### src/rtl/cpu_dbg_pkg.sv
// Shared encodings and defaults for the debug-top run/step controller.
// State constants are plain 2-bit localparams so VIO readback tooling can decode them directly.
package cpu_dbg_pkg;

  localparam int DEF_CW = 32;
  localparam int DEF_AW = 32;

  typedef logic [1:0] run_state_t;

  localparam logic [1:0] ST_IDLE = 2'd0;
  localparam logic [1:0] ST_STEP = 2'd1;
  localparam logic [1:0] ST_RUN  = 2'd2;
  localparam logic [1:0] ST_BRK  = 2'd3;

endpackage

### src/rtl/cpu_run_ctrl_rise_edge.sv
// Registered rising-edge detector: one-cycle pulse when d goes 0 -> 1.
module rise_edge (
  input  logic clk,
  input  logic rst_n,
  input  logic d,
  output logic pulse
);

  logic prev_r;

  // History of the input level from the previous cycle
  always_ff @(posedge clk or negedge rst_n) begin
    if (!rst_n) begin
      prev_r <= 1'b0;
    end else begin
      prev_r <= d;
    end
  end

  assign pulse = d & ~prev_r;

endmodule

### src/rtl/cpu_run_ctrl.sv
// Run/step sequencer producing CPU/DMEM clock-enable pulses from VIO commands,
// with run-for-N, free-run, halt, PC breakpoint and instruction injection.
module cpu_run_ctrl
  import cpu_dbg_pkg::*;
#(
  parameter int CW = DEF_CW,
  parameter int AW = DEF_AW
) (
  input  logic          clk,
  input  logic          reset,
  input  logic          cmd_step,
  input  logic          cmd_run,
  input  logic          cmd_halt,
  input  logic [CW-1:0] run_count,
  input  logic          bp_en,
  input  logic [AW-1:0] bp_addr,
  input  logic [AW-1:0] pc,
  input  logic          inj_en,
  input  logic [31:0]   inj_data,
  input  logic [31:0]   imem_data,
  output logic [31:0]   cpu_idata,
  output logic          cpu_ce,
  output logic          dmem_ce,
  output logic [1:0]    state,
  output logic [CW-1:0] cycles,
  output logic          bp_hit
);

  run_state_t    state_r, state_nx_s;
  logic [CW-1:0] rem_r, rem_nx_s;
  logic [CW-1:0] cycles_r;
  logic          skip_r, skip_nx_s;
  logic          bp_hit_r, bp_hit_nx_s;
  logic          step_e_s, run_e_s;
  logic          brk_match_s, ce_s;

  rise_edge u_step_edge (.clk(clk), .rst_n(reset), .d(cmd_step), .pulse(step_e_s));
  rise_edge u_run_edge  (.clk(clk), .rst_n(reset), .d(cmd_run),  .pulse(run_e_s));

  // skip suppresses the compare on the first cycle of a run so a resume at bp_addr executes
  assign brk_match_s = bp_en & (pc == bp_addr) & ~skip_r;
  assign ce_s        = (state_r == ST_STEP) |
                       ((state_r == ST_RUN) & ~cmd_halt & ~brk_match_s);

  // Next-state, remaining-count, skip and sticky breakpoint flag
  always_comb begin
    state_nx_s  = state_r;
    rem_nx_s    = rem_r;
    skip_nx_s   = skip_r;
    bp_hit_nx_s = bp_hit_r;
    case (state_r)
      ST_IDLE, ST_BRK: begin
        if (cmd_halt) begin
          state_nx_s = state_r;
        end else if (run_e_s) begin
          state_nx_s  = ST_RUN;
          rem_nx_s    = run_count;
          skip_nx_s   = 1'b1;
          bp_hit_nx_s = 1'b0;
        end else if (step_e_s) begin
          state_nx_s  = ST_STEP;
          bp_hit_nx_s = 1'b0;
        end else begin
          state_nx_s = state_r;
        end
      end
      ST_STEP: begin
        state_nx_s = ST_IDLE;
      end
      ST_RUN: begin
        if (cmd_halt) begin
          state_nx_s = ST_IDLE;
        end else if (brk_match_s) begin
          state_nx_s  = ST_BRK;
          bp_hit_nx_s = 1'b1;
        end else begin
          skip_nx_s = 1'b0;
          // A remaining count of zero means free-run and is never decremented
          if (rem_r == CW'(1)) begin
            state_nx_s = ST_IDLE;
            rem_nx_s   = {CW{1'b0}};
          end else if (rem_r != {CW{1'b0}}) begin
            rem_nx_s = rem_r - CW'(1);
          end else begin
            rem_nx_s = rem_r;
          end
        end
      end
      default: begin
        state_nx_s = ST_IDLE;
      end
    endcase
  end

  // Controller state registers and executed-cycle counter
  always_ff @(posedge clk or negedge reset) begin
    if (!reset) begin
      state_r  <= ST_IDLE;
      rem_r    <= {CW{1'b0}};
      skip_r   <= 1'b0;
      bp_hit_r <= 1'b0;
      cycles_r <= {CW{1'b0}};
    end else begin
      state_r  <= state_nx_s;
      rem_r    <= rem_nx_s;
      skip_r   <= skip_nx_s;
      bp_hit_r <= bp_hit_nx_s;
      if (ce_s) begin
        cycles_r <= cycles_r + CW'(1);
      end else begin
        cycles_r <= cycles_r;
      end
    end
  end

  assign cpu_ce    = ce_s;
  assign dmem_ce   = ce_s;
  assign state     = state_r;
  assign cycles    = cycles_r;
  assign bp_hit    = bp_hit_r;
  assign cpu_idata = inj_en ? inj_data : imem_data;

endmodule

### config.mk
export PLATFORM = sky130hd
export DESIGN_NAME = cpu_run_ctrl
export DESIGN_NICKNAME = d
export VERILOG_FILES = /design/src/rtl/cpu_dbg_pkg.sv /design/src/rtl/cpu_run_ctrl_rise_edge.sv /design/src/rtl/cpu_run_ctrl.sv
export SDC_FILE = /design/constraint.sdc
export NUM_CORES = 1
export LEC_CHECK = 0
export CAP_MARGIN = 20
export CORE_MARGIN = 4
export CORE_UTILIZATION = 37
export DETAILED_ROUTE_END_ITERATION = 8
export PLACE_DENSITY = 0.78
export SETUP_SLACK_MARGIN = 0.1
export SKIP_CTS_REPAIR_TIMING = 1
export SYNTH_ARGS = -nofsm -noshare
export SYNTH_HDL_FRONTEND = slang
export SYNTH_HIERARCHICAL = 1
export SYNTH_SLANG_ARGS = --single-unit
### constraint.sdc
create_clock -name clk -period 2.3 [get_ports clk]
set_input_delay 0.575 -clock clk [delete_from_list [all_inputs] [get_ports clk]]
set_output_delay 0.575 -clock clk [all_outputs]
set_load 0.1 [all_outputs]
==> insert_results.sql <==
INSERT INTO impl_metrics (metric_group, metric, value, unit) VALUES
('sta', 'worstMarginPinSlew', '0.6488', 'ns'),
('finish', 'most_common_cell_after_layout_fill_and_taps_aside', 'sky130_fd_sc_hd__buf_4', ''),
('power', 'power_leakage', '4.616', 'nW'),
('cts', 'clkLatencyLatePin', '0.35', 'ns'),
('power', 'ir_drop', '0.8528', 'mV'),
('die', 'floorplan.die.height', '120.1', 'um'),
('die', 'floorplan.die_area', '14420', 'um^2'),
('sta', 'hold_slack', '0.1821', 'ns'),
('route', 'drcViolationCount', '0', ''),
('critical_path', 'timing.critical_path.cells', 'dlymetal6s2s_1, xor2_2, nor4_1, nand4_1, and4b_2, o21bai_4, buf_12', ''),
('critical_path', 'criticalPathCategory', 'input pin to output port', ''),
('job', 'drv_cap', '0', ''),
('route', 'detailroute.via_count', '5694', ''),
('critical_path', 'critical_path.max_fanout', '3', ''),
('finish', 'num-fill-cells', '684', ''),
('sta', 'final.setup.worst_slack', '-0.5071', 'ns'),
('yosys', 'yosys.cell_types.count', '57', ''),
('finish', 'finalNetCount', '1004', ''),
('power', 'combPwrFrac', '61.8', '%'),
('die', 'area_of_the_core_region', '12160', 'um^2'),
('yosys', 'synth_fp_nets', '684', ''),
('cts', 'h-tree-depth', '3', ''),
('die', 'die_w', '120.1', 'um'),
('critical_path', 'critical_path_arrival', '2.23', 'ns'),
('sta', 'finalCritPeriodShare', '122.0', '%'),
('yosys', 'ys_warn_count', '6', ''),
('route', 'route.antenna.remaining_nets', '0', ''),
('placement', 'gpl.final_weighted_congestion', '0.8660', ''),
('placement', 'placedInstanceArea', '8183', 'um^2'),
('yosys', 'synth_area_per_cell', '9.081', 'um^2'),
('sta', 'unrepaired_setup_endpoints_after_global_routing', 'true', ''),
('cts', 'cts_sinks', '70', ''),
('grt', 'grt_pass1_wl', '27210', 'um'),
('route', 'drt-pass1-iter-count', '5', ''),
('route', 'route.final.wire_length', '21970', 'um'),
('route', 'detail_route.vias_per_cell', '5.660', ''),
('sta', 'finalMaxSlewViolations', '0', ''),
('outcome', 'outcome', 'finished, violations left', ''),
('power', 'power.net_switching', '4.204', 'mW'),
('placement', 'hpwl_dp', '13660', 'um'),
('yosys', 'ys_seq_elements', '70', ''),
('yosys', 'yosysSeqAreaShare', '37.67', '%'),
('cts', 'cts.reportedPaths.clkPinSlew', '0.06', 'ns'),
('die', 'design.portCount', '236', ''),
('placement', 'placed_cells_incl_taps', '957', ''),
('sta', 'layout_min_cycle_time', '2.807', 'ns'),
('route', 'wl_met2', '11610', 'um'),
('critical_path', 'crit_required', '1.73', 'ns'),
('sta', 'setup_viol_count_final', '54', ''),
('grt', 'grt.total_usage', '23.50', '%'),
('route', 'detail_route.wl_per_cell', '21.83', 'um'),
('power', 'power.density_cell_area', '944.1', 'nW/um^2'),
('power', 'power.clock.fraction', '16.5', '%'),
('die', 'starting_density_of_the_core', '38.23', '%'),
('route', 'met3RoutedLength', '1528', 'um'),
('sta', 'relSlewSlack', '56.35', '%'),
('yosys', 'syn_inst', '512', ''),
('critical_path', 'r2r_startpoint', 'rem_r[21]$_DFFE_PN0P_', ''),
('outcome', 'violated_checks', 'negative setup slack', ''),
('power', 'power.share.sequential', '21.6', '%'),
('grt', 'grt_max_degree', '52', ''),
('yosys', 'synth_edf_count', '0', ''),
('cts', 'cts_buffers', '9', ''),
('route', 'drt-initial-drc-count', '552', ''),
('power', 'cell_internal_pwr', '5.045', 'mW'),
('power', 'power.switching_fraction', '45.45', '%'),
('grt', 'grt_pass1_vias', '5309', ''),
('yosys', 'synth_area', '4649', 'um^2'),
('critical_path', 'end_kind', 'output port', ''),
('finish', 'finalCoreUtilization', '80.56', '%'),
('cts', 'cts_tree', 'done', '');
## synth_stat cells (7+ instances only)
cell type | instances | share of area, %
sky130_fd_sc_hd__nor2_1 | 43 | 3.5
sky130_fd_sc_hd__buf_2 | 7 | 0.75
sky130_fd_sc_hd__clkbuf_1 | 15 | 1.2
sky130_fd_sc_hd__inv_1 | 13 | 1.0
sky130_fd_sc_hd__nand3_1 | 18 | 1.9
sky130_fd_sc_hd__o21ai_0 | 49 | 5.3
sky130_fd_sc_hd__nor4_1 | 26 | 3.5
sky130_fd_sc_hd__xnor2_1 | 29 | 5.5
sky130_fd_sc_hd__xor2_1 | 34 | 6.4
sky130_fd_sc_hd__dfrtp_1 | 70 | 38
sky130_fd_sc_hd__a22oi_1 | 8 | 1.3
sky130_fd_sc_hd__nand2_1 | 27 | 2.2
sky130_fd_sc_hd__and3_1 | 7 | 0.94
sky130_fd_sc_hd__nand4_1 | 14 | 1.9
sky130_fd_sc_hd__mux2_2 | 33 | 8.0
sky130_fd_sc_hd__a21oi_1 | 25 | 2.7
sky130_fd_sc_hd__nor3_1 | 17 | 1.8
## metrics by stage
| step | setup TNS (ns) | setup slack [ns] |
|---|---|---|
| finish | -4.267 | -0.5071 |
| global route | -9.239 | -0.5122 |
| CTS | -26.01 | -0.7192 |
| detailed placement | -48.70 | -0.7594 |
| global placement | -46.92 | -0.7513 |
| floorplan | -2.035 | -0.3479 |
## final timing paths
check | to | slack [ns] | cells past startpoint
worst max-delay path | dmem_ce | -0.51 | 7
worst min-delay path | cycles[11]$_DFFE_PN0P_ | 0.18 | 1
worst max register to register | rem_r[13]$_DFFE_PN0P_ | -0.22 | 7
worst min register to register | cycles[31]$_DFFE_PN0P_ | 0.47 | 1
max in group asynchronous | state[0]$_DFFE_PN0P_ | 1.45 | 2
min in group clk | u_run_edge/prev_r$_DFF_PN0_ | 0.38 | 1
## routing by layer
| metal | GRT usage [%] | vias to the layer above |
|---|---|---|
| met4 | 7.731 | 0 |
| met2 | 41.34 | 331 |
| met5 | 0 | - |
| met1 | 28.51 | 2762 |
| li1 | - | 2515 |
| met3 | 5.042 | 86 |
## cells by family (layout without fill, tap and decap cells)
kind of cell             after synthesis  after routing  synth area share [%]
multiplexers                          33             33                 7.993
adder cells (fa/ha/maj)                5              5                 1.346
AND/OR/NAND/NOR                      191            191                 23.25
XOR/XNOR                              63             63                 11.87
other                                  0              1                     0
buffers and inverters                 40            365                 3.498
flip-flops                            70             70                 37.67
AO/OA/AOI/OAI                        110            110                 14.37
## power by group through the flow
stage | Combinational (mW) | Sequential (mW) | Clock (mW)
6_report | 5.72 | 2.00 | 1.53
5_1_grt | 5.97 | 2.04 | 1.61
2_1_floorplan | 2.37 | 2.43 | 0
3_3_place_gp | 4.28 | 1.93 | 0
4_1_cts | 4.42 | 1.93 | 1.56
3_5_place_dp | 4.40 | 1.95 | 0
## registers in the layout, summed over array words and instances, names as in the netlist
name and flops:
cycles 32, rem_r 32, state 2, bp_hit 1, skip_r 1, u_run_edge/prev_r 1
u_step_edge/prev_r 1
## worst max-delay path: cells and delay by family
kind / cells / cell delay [ns]
AOI/OAI and AO/OA: 1 / 0.12
xor gates and xnor gates: 1 / 0.19
and+or+nand+nor: 3 / 0.99
buffers and inverters: 2 / 0.34
## layout make-up
type | count | area (um^2) | share of cell area, %
clock inverter | 6 | 93.84 | 0.9579
tap | 168 | 210.2 | 2.146
clock buffer | 10 | 229.0 | 2.337
sequential | 70 | 1794 | 18.31
timing repair buffer | 335 | 3709 | 37.85
inverter | 14 | 57.56 | 0.5875
antenna | 1 | 2.502 | 0.02554
multi-input combinational | 402 | 3701 | 37.78
No activity file was read; power rests on OpenSTA's default activity.
